### config.mk
export PLATFORM = sky130hd
export DESIGN_NAME = ether_byte_evt_flat
export DESIGN_NICKNAME = d
export VERILOG_FILES = /design/src/rtl/ether_byte_evt_if.sv /design/src/rtl/ether_byte_evt.sv /design/src/flat_wrapper.sv
export SDC_FILE = /design/constraint.sdc
export NUM_CORES = 1
export LEC_CHECK = 0
export ABC_AREA = 1
export ABC_CLOCK_PERIOD_IN_PS = 1600
export BUFFER_PORTS_ARGS = -buffer_cell sky130_fd_sc_hd__buf_2
export CELL_PAD_IN_SITES_DETAIL_PLACEMENT = 2
export CELL_PAD_IN_SITES_GLOBAL_PLACEMENT = 2
export CORE_MARGIN = 2
export CORE_UTILIZATION = 29
export CTS_BUF_LIST = sky130_fd_sc_hd__clkbuf_8
export DETAILED_ROUTE_END_ITERATION = 7
export PLACE_DENSITY_LB_ADDON = 0.1
export SYNTH_ARGS = -nofsm -noshare
export SYNTH_HDL_FRONTEND = slang
export SYNTH_SLANG_ARGS = --single-unit
export TNS_END_PERCENT = 20
### constraint.sdc
create_clock -name clk_in -period 1.6 [get_ports clk_in]
set_clock_uncertainty 0.15 [all_clocks]
set_input_delay 0.32 -clock clk_in [delete_from_list [all_inputs] [get_ports clk_in]]
set_output_delay 0.32 -clock clk_in [all_outputs]
set_load 0.02 [all_outputs]
### src/rtl/ether_byte_evt_if.sv
// ether_byte_evt_if -- RMII-style receive dibit stream in, byte/frame events out.
// master: the side that drives the receive stream (e.g. a PHY model).
// slave : the decoder (ether_byte_evt).
interface ether_byte_evt_if;
  logic        crsdv_in;
  logic [1:0]  rxd_in;
  logic        byte_evt_out;
  logic [7:0]  byte_out;
  logic        frame_done_out;
  logic        err_out;
  logic [15:0] frame_len_out;

  modport master (
    output crsdv_in, rxd_in,
    input  byte_evt_out, byte_out, frame_done_out, err_out, frame_len_out
  );

  modport slave (
    input  crsdv_in, rxd_in,
    output byte_evt_out, byte_out, frame_done_out, err_out, frame_len_out
  );
endinterface

### src/rtl/ether_byte_evt.sv
// ether_byte_evt -- decodes a receive dibit stream (preamble 01..01, SFD 11,
// payload LSB-first) into per-byte event pulses and end-of-frame pulses.
// Optional feature macro: FRAME_LEN_EN -- when defined, a saturating payload
// byte counter is kept and reported on frame_len_out; otherwise it reads 0.
module ether_byte_evt #(
  parameter int unsigned MIN_PREAMBLE = 16
) (
  input logic             clk_in,
  input logic             rst_in,
  ether_byte_evt_if.slave bus
);

  typedef enum logic [1:0] {
    IDLE     = 2'd0,
    PREAMBLE = 2'd1,
    DATA     = 2'd2,
    DROP     = 2'd3
  } state_t;

  localparam logic [7:0] MIN_PRE = 8'(MIN_PREAMBLE);

  state_t      state, state_nxt;
  logic [7:0]  pre_cnt, pre_cnt_nxt;
  logic [1:0]  idx, idx_nxt;
  logic [7:0]  shift, shift_nxt;
  logic [7:0]  data_byte, data_byte_nxt;
  logic        evt, evt_nxt;
  logic        done, done_nxt;
  logic        err, err_nxt;
  logic        start;

  // Next-state and next-output decode for the receive FSM.
  always_comb begin
    state_nxt     = state;
    pre_cnt_nxt   = pre_cnt;
    idx_nxt       = idx;
    shift_nxt     = shift;
    data_byte_nxt = data_byte;
    evt_nxt       = 1'b0;
    done_nxt      = 1'b0;
    err_nxt       = 1'b0;
    start         = 1'b0;
    case (state)
      IDLE: begin
        if (bus.crsdv_in) begin
          if (bus.rxd_in == 2'b01) begin
            state_nxt   = PREAMBLE;
            pre_cnt_nxt = 8'd1;
          end else begin
            state_nxt = DROP;
          end
        end else begin
          state_nxt = IDLE;
        end
      end
      PREAMBLE: begin
        if (!bus.crsdv_in) begin
          // Carrier lost before the SFD: silently back to idle.
          state_nxt = IDLE;
        end else begin
          case (bus.rxd_in)
            2'b01: begin
              if (pre_cnt != 8'hFF) begin
                pre_cnt_nxt = pre_cnt + 8'd1;
              end else begin
                pre_cnt_nxt = pre_cnt;
              end
            end
            2'b11: begin
              if (pre_cnt >= MIN_PRE) begin
                state_nxt = DATA;
                idx_nxt   = 2'd0;
                shift_nxt = 8'h00;
                start     = 1'b1;
              end else begin
                state_nxt = DROP;
              end
            end
            default: state_nxt = DROP;
          endcase
        end
      end
      DATA: begin
        if (bus.crsdv_in) begin
          shift_nxt[{idx, 1'b0} +: 2] = bus.rxd_in;
          idx_nxt = idx + 2'd1;
          if (idx == 2'd3) begin
            data_byte_nxt = shift_nxt;
            evt_nxt       = 1'b1;
          end else begin
            data_byte_nxt = data_byte;
          end
        end else begin
          // End of frame; a non-zero index means a partial byte is dropped.
          state_nxt = IDLE;
          idx_nxt   = 2'd0;
          done_nxt  = 1'b1;
          err_nxt   = (idx != 2'd0);
        end
      end
      DROP: begin
        if (!bus.crsdv_in) begin
          state_nxt = IDLE;
        end else begin
          state_nxt = DROP;
        end
      end
      default: state_nxt = DROP;
    endcase
  end

  // FSM state, counters, shift register and registered outputs.
  always_ff @(posedge clk_in) begin
    if (rst_in) begin
      state     <= DROP;
      pre_cnt   <= 8'd0;
      idx       <= 2'd0;
      shift     <= 8'h00;
      data_byte <= 8'h00;
      evt       <= 1'b0;
      done      <= 1'b0;
      err       <= 1'b0;
    end else begin
      state     <= state_nxt;
      pre_cnt   <= pre_cnt_nxt;
      idx       <= idx_nxt;
      shift     <= shift_nxt;
      data_byte <= data_byte_nxt;
      evt       <= evt_nxt;
      done      <= done_nxt;
      err       <= err_nxt;
    end
  end

  assign bus.byte_evt_out   = evt;
  assign bus.byte_out       = data_byte;
  assign bus.frame_done_out = done;
  assign bus.err_out        = err;

`ifdef FRAME_LEN_EN
  logic [15:0] len_cnt, len_cnt_nxt;
  logic [15:0] frame_len, frame_len_nxt;

  // Payload byte counter: cleared at SFD, counts each byte event, saturates.
  always_comb begin
    len_cnt_nxt = len_cnt;
    if (start) begin
      len_cnt_nxt = 16'h0000;
    end else if (evt && (len_cnt != 16'hFFFF)) begin
      len_cnt_nxt = len_cnt + 16'd1;
    end else begin
      len_cnt_nxt = len_cnt;
    end
    // Capture includes a byte event landing on the same edge as frame end.
    if (done_nxt) begin
      frame_len_nxt = len_cnt_nxt;
    end else begin
      frame_len_nxt = frame_len;
    end
  end

  // Byte counter and reported frame length registers.
  always_ff @(posedge clk_in) begin
    if (rst_in) begin
      len_cnt   <= 16'h0000;
      frame_len <= 16'h0000;
    end else begin
      len_cnt   <= len_cnt_nxt;
      frame_len <= frame_len_nxt;
    end
  end

  assign bus.frame_len_out = frame_len;
`else
  assign bus.frame_len_out = 16'h0000;
`endif

endmodule

### src/flat_wrapper.sv
// flat-port wrapper written by rule: the top's interface ports become plain ports
module ether_byte_evt_flat 
#(
  parameter int unsigned MIN_PREAMBLE = 16
)
  (clk_in, rst_in, bus_crsdv_in, bus_rxd_in, bus_byte_evt_out, bus_byte_out, bus_frame_done_out, bus_err_out, bus_frame_len_out);
  ether_byte_evt_if bus_i ();
  input logic clk_in;
  input logic rst_in;
  input wire logic [$bits(bus_i.crsdv_in)-1:0] bus_crsdv_in;
  input wire logic [$bits(bus_i.rxd_in)-1:0] bus_rxd_in;
  output wire logic [$bits(bus_i.byte_evt_out)-1:0] bus_byte_evt_out;
  output wire logic [$bits(bus_i.byte_out)-1:0] bus_byte_out;
  output wire logic [$bits(bus_i.frame_done_out)-1:0] bus_frame_done_out;
  output wire logic [$bits(bus_i.err_out)-1:0] bus_err_out;
  output wire logic [$bits(bus_i.frame_len_out)-1:0] bus_frame_len_out;
  assign bus_i.crsdv_in = bus_crsdv_in;
  assign bus_i.rxd_in = bus_rxd_in;
  assign bus_byte_evt_out = bus_i.byte_evt_out;
  assign bus_byte_out = bus_i.byte_out;
  assign bus_frame_done_out = bus_i.frame_done_out;
  assign bus_err_out = bus_i.err_out;
  assign bus_frame_len_out = bus_i.frame_len_out;
  ether_byte_evt #(.MIN_PREAMBLE(MIN_PREAMBLE)) u_core (.clk_in(clk_in), .rst_in(rst_in), .bus(bus_i));
endmodule
After elaboration in Yosys (flattened, before gate mapping)
Cells that the tools add are included.
- reduce and logical (&&, ||, !) cells: 12
- magnitude comparators: 1
- add/subtract/negate cells: 3
- equality and inequality tests: 17
- bitwise gates (word level): 2
- shifts and indexed selects: 2
- mux-type cells: 27
- operator list (cell ; count):
    two-way mux 8 bit ; 9
    one-hot mux 8 bit (2 select lines) ; 2
    two-way mux 2 bit ; 9
    inequality test 2 x 1 -> 1 bit, second input constant ; 5
    adder 8 x 1 -> 8 bit, second input constant ; 1
    bitwise mux 8 bit ; 1
    == test 2 bit, second input constant ; 4
    greater-or-equal comparator 8 x 5 -> 1 bit, second input constant ; 1
    inequality test 2 bit, second input constant ; 4
    inequality test 8 bit, second input constant ; 1
    one-hot mux 2 bit (2 select lines) ; 2
    one-hot mux 2 bit (4 select lines) ; 1
    variable shift 2 x 5 -> 8 bit, first input constant ; 1
    indexed part select 2 x 5 -> 8 bit ; 1
    AND reduction 6 bit ; 1
    nonzero test 2 bit ; 3
    OR reduction 3 bit ; 2
    negation 3 -> 5 bit ; 1
    AND reduction 5 bit ; 1
    == test 2 x 1 -> 1 bit, second input constant ; 2
    AND reduction 4 bit ; 1
    two-way mux 1 bit ; 3
    inequality test 3 bit, second input constant ; 1
    AND reduction 3 bit ; 1
    other kinds (5) ; 6
- flip-flop bits (word level): 31
- logic and storage cells: 72
- output and inout port bits: 27
- bits of input ports: 5

Depth between registers and ports, before layout
Gate-level depths: netlist (run 1).
- word-level depth: 5
- gate-level depth with buffers: 8
- mapped depth without buffers: 8

Worst setup path before layout (run 1)
No wires, ideal clock.
- kind: register -> register
- from: register u_core.idx[0]
- to: register u_core.shift[3]
- slack: -0.095 ns
- required time: 1.379 ns
- arrival time: 1.474 ns
- cell stages (with the launch flop): 9
- buffers on the path: 0
- clock period less this slack: 1.695 ns
- setup time: 0.071 ns
- cell sequence: dfxtp_1 > inv_1 > ha_1 > inv_1 > nor2_2 > nand2_1 > o21ai_0 > nand2_1 > a21oi_1
- longest elaborated chain between the ends: 5
- elaborated cells on any way between the ends: 6
- those cells by class: add/sub (1); shift (2); mux (3)
- RTL lines (item ; line ; text):
    start, declared ; ether_byte_evt.sv:24 ; logic [1:0] idx, idx_nxt;
    start signal, assigned ; ether_byte_evt.sv:126 ; idx <= idx_nxt;
    negation 3 -> 5 bit * ; ether_byte_evt.sv:85 ; shift_nxt[{idx, 1'b0} +: 2] = bus.rxd_in;
    indexed part select 2 x 5 -> 8 bit or variable shift 2 x 5 -> 8 bit (tied branches) ; ether_byte_evt.sv:85 ;
    bitwise mux 8 bit * ; ether_byte_evt.sv:85 ;
    two-way mux 8 bit * ; ether_byte_evt.sv:84 ; if (bus.crsdv_in) begin
    one-hot mux 8 bit (2 select lines) * ; ether_byte_evt.sv:43 ; case (state)
    end signal, assigned ; ether_byte_evt.sv:127 ; shift <= shift_nxt;
    end, declared ; ether_byte_evt.sv:25 ; logic [7:0] shift, shift_nxt;
Every way passes the cells marked *; elsewhere a longest branch is shown, timed or not. The select of a mux whose other input is x is not followed.
A chain may end at the register's enable or synchronous reset.

Final worst setup path (run 1)
- from: register u_core.idx[1]
- to: register u_core.shift[2]
The elaborated chain is that of the path after synthesis.

==> results of run 1 <==
-- power by group --
part,internal (W),leakage (nW),switching [W]
combinational,0.0000464,0.632,0.000129
sequential,0.000781,0.252,0.00000741
clock,0.000386,0.0557,0.000305
-- worst paths after layout --
check,endpoint,slack [ps],cells after the start
worst max register to register,u_core.shift[2]$_SDFFE_PP0P_,90,8
worst min register to register,u_core.bus.byte_out[6]$_SDFFE_PP0P_,320,2
worst max-delay path,u_core.shift[2]$_SDFFE_PP0P_,90,8
worst min-delay path,u_core.state[0]$_SDFFE_PP1P_,210,3
-- per-layer routing --
metal	part of all wire [%]	GRT usage, %	vias up	wire (um)
met5	0	0	-	0
met4	0.88	4.00	0	42
met3	3.5	3.63	4	166
met2	46	24.7	26	2170
met1	50	20.9	745	2370
li1	-	-	799	-
-- cell usage in the layout (no fill, tap or decap), types with 2 or more instances in the layout --
| master | count |
|---|---|
| sky130_fd_sc_hd__a21oi_2 | 3 |
| sky130_fd_sc_hd__o21ai_0 | 10 |
| sky130_fd_sc_hd__nand4_1 | 9 |
| sky130_fd_sc_hd__nand2_2 | 2 |
| sky130_fd_sc_hd__o21ai_2 | 2 |
| sky130_fd_sc_hd__a31oi_1 | 2 |
| sky130_fd_sc_hd__nand2_4 | 3 |
| sky130_fd_sc_hd__nand3_4 | 3 |
| sky130_fd_sc_hd__nand3_1 | 18 |
| sky130_fd_sc_hd__nor3_1 | 2 |
| sky130_fd_sc_hd__clkbuf_8 | 7 |
| sky130_fd_sc_hd__buf_4 | 12 |
| sky130_fd_sc_hd__inv_4 | 2 |
| sky130_fd_sc_hd__dfxtp_1 | 29 |
| sky130_fd_sc_hd__nand2_1 | 50 |
| sky130_fd_sc_hd__nor2_1 | 24 |
| sky130_fd_sc_hd__nor2_4 | 4 |
| sky130_fd_sc_hd__dfxtp_2 | 2 |
| sky130_fd_sc_hd__ha_1 | 6 |
| sky130_fd_sc_hd__conb_1 | 16 |
| sky130_fd_sc_hd__inv_2 | 7 |
| sky130_fd_sc_hd__inv_1 | 24 |
| sky130_fd_sc_hd__buf_2 | 15 |
| sky130_fd_sc_hd__a21oi_1 | 9 |
-- state kept, by name (all words and copies together), names as in the netlist --
| signal | count |
|---|---|
| u_core.bus.byte_evt_out | 1 |
| u_core.bus.byte_out | 8 |
| u_core.bus.err_out | 1 |
| u_core.bus.frame_done_out | 1 |
| u_core.idx | 2 |
| u_core.pre_cnt | 8 |
| u_core.shift | 8 |
| u_core.state | 2 |
-- per-stage QoR --
step / hold slack (ps) / power [W]
4_1_cts: 210 / 0.00169
5_1_grt: 227 / 0.00174
3_5_place_dp: 324 / 0.000972
2_1_floorplan: 239 / 0.000948
6_report: 209 / 0.00165
3_3_place_gp: 316 / 0.000968
-- what timing repair did --
item / CTS / global route
pin swaps: 0 / 6
buffers inserted: 0 / 2
setup endpoints to repair: 8 / 14
resized for setup: 4 / 11
-- critical path, stage by stage, from the launching register on --
cell and delay (ps):
sky130_fd_sc_hd__dfxtp_2 360, sky130_fd_sc_hd__inv_4 50, sky130_fd_sc_hd__ha_4 290, sky130_fd_sc_hd__inv_4 40, sky130_fd_sc_hd__nor2_4 120, sky130_fd_sc_hd__nand2_2 80
sky130_fd_sc_hd__o21ai_2 170, sky130_fd_sc_hd__nand2_1 80, sky130_fd_sc_hd__a21oi_2 110
-- cells by family after synthesis --
group,Yosys count,synth area share [%]
AND/OR/NAND/NOR,120,35.3
buffers and inverters,51,14.6
flip-flops,31,35.3
AO/OA/AOI/OAI,29,8.96
adder cells (fa/ha/maj),8,5.69
other,1,0.213
-- cell type report --
type / instances / area [um2] / share of cell area (%)
Clock buffer: 7 / 96.3 / 4.62
Clock inverter: 1 / 3.75 / 0.180
Multi-Input combinational cell: 173 / 978 / 46.9
Sequential cell: 31 / 623 / 29.9
Inverter: 32 / 125 / 6.00
Timing Repair Buffer: 27 / 165 / 7.92
Tap cell: 75 / 93.8 / 4.50
==> qor.log, run 1 <==
[cts] Inserted Clock Buffers 5
[layout] filler-free cell count of the finished design 346
[place] worst slack at placement -67.3 ps
[layout] share of post-route cells with drive strength above 1 25.1%
[layout] area of all placed cells without fillers 2090 um2
[yosys] number of flip-flops and latches in the synthesized netlist 31
[drt] routed wire length 4750 um
[worst_setup_path] WP data required 1670 ps
[floorplanning] placement row count 28
[layout] antenna cell count 0
[drt] iteration count of the initial detailed-routing pass 4
[yosys] sequential area share after synthesis 35.3%
[yosys] most used standard cell by instance count after synthesis sky130_fd_sc_hd__nand2_1
[floorplanning] die outline height 81.9 um
[sta] clock period minus final worst setup slack 1510 ps
[pwr] Static Leak 0.939 nW
[drt] Avg Vias per Cell 4.55
[cts] hold_buf cts 0
[grt] maximum number of pins on one net before global-route repair 14
[cts] clock-pin slew of the registers on the worst-case setup and hold paths 70 ps
[yosys] Syn Std Cell Area 1760 um2
[sta] number of failing setup endpoints in the final timing report 0
[yosys] Yosys warning total 0
[pwr] highest ir drop seen on vdd 0.358 mV
[layout] layout overhead on the synthesized area 18.6%
[floorplanning] Die X-Extent 81.9 um
[place] routability congestion estimate from global placement 0.780
[worst_setup_path] element type at the critical path start register
[grt] initial antenna violation count 0
[yosys] mean area per synthesized cell 7.33 um2
[outcome] status finished, final reports clean
[flow_run] maxcap violations 0
[yosys] cell taking the most area after synthesis sky130_fd_sc_hd__dfxtp_1
[cts] buffer depth of the longest clock path 2
[pwr] total power density per cell area 793 nW/um2
[yosys] synthesized instance count 240
[sta] final count of hold timing violations 0
[layout] core occupancy in the finished layout 35.4%
[place] placed wire-length estimate after detailed placement 3510 um
[worst_setup_path] Setup crit end kind register
[drt] DR iter-0 viols 21
[grt] global routing usage summed across all routing layers 15.5%
[floorplanning] Die Footprint 6710 um2
[drt] number of design rule violations left after detail routing 0
[sta] fraction of the cycle the final worst path needs 94.6%
[cts] Root Driver sky130_fd_sc_hd__clkbuf_8
[grt] wire length of the first global-routing pass 7740 um
[sta] final slew viol count 0
[yosys] area share of the largest cell type after synthesis 35.3%
[drt] vias after detailed routing 1,574
[floorplanning] IO Count 32
[grt] leftover overflow at the end of global routing 0
[worst_setup_path] Reg-to-Reg Start u_core.idx[1]$_SDFFE_PP0P_
[cts] Skew-Pair Late Insertion Delay 280 ps
[sta] max frequency 0.660 GHz
[yosys] proportion of register bits with asynchronous set or reset after synthesis 0%
[hold_path] HP Start rst_in
[floorplanning] initial core utilization 29.9%
[sta] final worst-path setup slack 85.6 ps
[place] area after detailed placement 1920 um2
[drt] DRT antenna net count 0
[yosys] biggest area contributors in the synthesized netlist sky130_fd_sc_hd__dfxtp_1, sky130_fd_sc_hd__nand2_1, sky130_fd_sc_hd__buf_4
[yosys] Distinct cells, synth 28
[yosys] Post-synth EDFFs 0
[cts] clk sinks 31
[cts] H-tree lvl count 2
[sta] RSZ-0062 raised after global routing true
[layout] number of inserted filler cells in the final layout 715
[worst_setup_path] WP data arrival 1580 ps
[place] post-placement cell count 336
[worst_setup_path] maximum fanout along the worst path 4
[grt] number of global-route vias before repair 1,530
[layout] Final #Nets 283
[yosys] prevailing post-synth register cell sky130_fd_sc_hd__dfxtp_1
[sta] Setup TNS 0 ps
[worst_setup_path] critical path launch point u_core.idx[1]$_SDFFE_PP0P_
[place] IO buf count 15
[floorplanning] core outline area 5890 um2
[worst_setup_path] class of the most critical setup path reg2reg
[cts] TritonCTS clock tree built
[drt] average wire per standard cell 13.7 um
[yosys] Synth top cells by count sky130_fd_sc_hd__nand2_1, sky130_fd_sc_hd__dfxtp_1, sky130_fd_sc_hd__inv_1
[hold_path] worst hold path type in2reg
Note: power is estimated with default switching activity, not from simulation.
==> inputs of run 2 (changes only) <==
- SETUP_SLACK_MARGIN: unset -> 0.4
==> qor.log, run 2 (synthesized netlist as in run 1, its figures left out) <==
[cts] buffer depth of the longest clock path 2 [unchanged]
[cts] TritonCTS clock tree built
[worst_setup_path] Setup crit end kind register
[grt] maximum number of pins on one net before global-route repair 12 [-2]
[cts] clk sinks 31 [unchanged]
[grt] wire length of the first global-routing pass 8360 um [+8.0%]
[cts] Skew-Pair Late Insertion Delay 290 ps [about the same]
[hold_path] worst hold path type in2reg
[drt] vias after detailed routing 1,579 [+0.32%]
[sta] Setup TNS 0 ps [unchanged]
[pwr] Static Leak 0.948 nW [+0.95%]
[drt] average wire per standard cell 14.0 um [+2.3%]
[sta] final count of hold timing violations 0 [unchanged]
[pwr] total power density per cell area 768 nW/um2 [-3.2%]
[floorplanning] die outline height 81.9 um [unchanged]
[layout] layout overhead on the synthesized area 23.0%
[layout] area used by sequential logic in the layout 631 um2 [+1.2%]
[sta] clock period minus final worst setup slack 1490 ps [-27.7 ps]
[grt] global routing usage summed across all routing layers 16.4% [+0.98 points]
[sta] number of failing setup endpoints in the final timing report 0 [unchanged]
[drt] routed wire length 4870 um [+2.6%]
[floorplanning] Die X-Extent 81.9 um [unchanged]
[drt] DRT antenna net count 0 [unchanged]
[worst_setup_path] maximum fanout along the worst path 4 [unchanged]
[layout] highest-count cells in the layout ignoring fill and taps sky130_fd_sc_hd__nand2_1, sky130_fd_sc_hd__dfxtp_1, sky130_fd_sc_hd__inv_1, sky130_fd_sc_hd__nor2_1, sky130_fd_sc_hd__nand3_1
[cts] hold_buf cts 0 [unchanged]
[grt] leftover overflow at the end of global routing 0 [unchanged]
[cts] H-tree lvl count 2 [unchanged]
[floorplanning] core outline area 5890 um2 [unchanged]
[layout] share of post-route cells with drive strength above 1 29.8% [+4.7 points]
[drt] iteration count of the initial detailed-routing pass 4 [unchanged]
[layout] Final #Nets 284 [+0.35%]
[cts] clock-pin slew of the registers on the worst-case setup and hold paths 70 ps [about the same]
[drt] Avg Vias per Cell 4.55 [about the same]
[sta] max frequency 0.673 GHz [+1.9%]
[layout] antenna cell count 0 [unchanged]
[worst_setup_path] WP data arrival 1550 ps [-30 ps]
[flow_run] maxcap violations 0 [unchanged]
[sta] final slew viol count 0 [unchanged]
[layout] total area of multi-input combinational cells 1040 um2 [+6.1%]
[cts] Root Driver sky130_fd_sc_hd__clkbuf_8
[floorplanning] IO Count 32 [unchanged]
[sta] RSZ-0062 raised after global routing true
[layout] number of inserted filler cells in the final layout 709 [-0.84%]
[place] post-placement cell count 334 [-0.60%]
[worst_setup_path] element type at the critical path start register
[sta] fraction of the cycle the final worst path needs 92.9% [-1.7 points]
[drt] number of design rule violations left after detail routing 0 [unchanged]
[floorplanning] Die Footprint 6710 um2 [unchanged]
[cts] Inserted Clock Buffers 5 [unchanged]
[layout] filler-free cell count of the finished design 347 [+0.29%]
[worst_setup_path] WP data required 1670 ps [about the same]
[outcome] status finished, final reports clean
[floorplanning] initial core utilization 29.9% [unchanged]
[place] routability congestion estimate from global placement 0.744 [-4.7%]
[floorplanning] placement row count 28 [unchanged]
[place] IO buf count 15 [unchanged]
[drt] DR iter-0 viols 60 [+190%]
[pwr] highest ir drop seen on vdd 0.275 mV [-23%]
[grt] initial antenna violation count 0 [unchanged]
[layout] leading cell type in the layout, fill and taps excluded sky130_fd_sc_hd__nand2_1
[grt] number of global-route vias before repair 1,684 [+10%]
[place] placed wire-length estimate after detailed placement 3570 um [+1.7%]
[worst_setup_path] class of the most critical setup path reg2reg
[run 2: layout make-up]
cell class              count  share of cell area [%]
repair buffers             28                    8.15
clock inverters             1                   0.173
flip-flops and latches     31                    29.1
clock buffers               7                    4.45
multi-input cells         173                    48.0
inverters                  32                    5.78
well taps                  75                    4.34
[run 2: power breakdown]
part	internal (W)	leakage (nW)	switching, W	total, W
sequential	0.000779	0.253	0.00000895	0.000788
clock	0.000386	0.0557	0.000307	0.000693
combinational	0.0000483	0.639	0.000134	0.000182
[run 2: worst paths after layout]
path | from | to | slack (ps) | depth (start not counted)
worst max register to register | u_core.idx[1]$_SDFFE_PP0P_ | u_core.shift[3]$_SDFFE_PP0P_ | 110 | 8
worst max-delay path | u_core.idx[1]$_SDFFE_PP0P_ | u_core.shift[3]$_SDFFE_PP0P_ | 110 | 8
worst min register to register | u_core.bus.byte_out[6]$_SDFFE_PP0P_ | u_core.bus.byte_out[6]$_SDFFE_PP0P_ | 320 | 2
worst min-delay path | rst_in | u_core.bus.frame_done_out$_SDFF_PP0_ | 100 | 2
[run 2: routing by layer]
layer	wire, um	global-route usage [%]	part of all wire, %	vias up
li1	-	-	-	803
met1	2320	21.9	48	745
met5	0	0	0	-
met3	169	3.30	3.5	6
met2	2320	26.7	48	25
met4	62	5.00	1.3	0
[run 2: per-stage QoR]
step                hold WS (ps)  power, W  utilization, %  cell area, um2  setup slack, ps
floorplan                    239  0.000953               -            1840              167
global placement             319  0.000969            32.8            1930             44.5
detailed placement           323  0.000972            32.8            1930            -22.2
CTS                         92.9   0.00169            35.8            2110             85.1
global route                 111   0.00174            36.8            2160             10.2
finish                       104   0.00166            36.8            2160              113
[run 2: what timing repair did]
| item | in CTS | in global routing |
|---|---|---|
| endpoints found under the setup margin | 40 | 40 |
| pin swaps | 9 | 11 |
| gates resized for setup | 17 | 12 |
| buffers inserted | 4 | 1 |
[run 2: worst max-delay path, cell delays in order, from the launching register on]
cell	delay [ps]
sky130_fd_sc_hd__dfxtp_4	360
sky130_fd_sc_hd__inv_4	40
sky130_fd_sc_hd__ha_4	280
sky130_fd_sc_hd__inv_2	40
sky130_fd_sc_hd__nor2_4	100
sky130_fd_sc_hd__nand2_2	90
sky130_fd_sc_hd__o21ai_2	140
sky130_fd_sc_hd__nand2_1	60
sky130_fd_sc_hd__a21oi_1	140
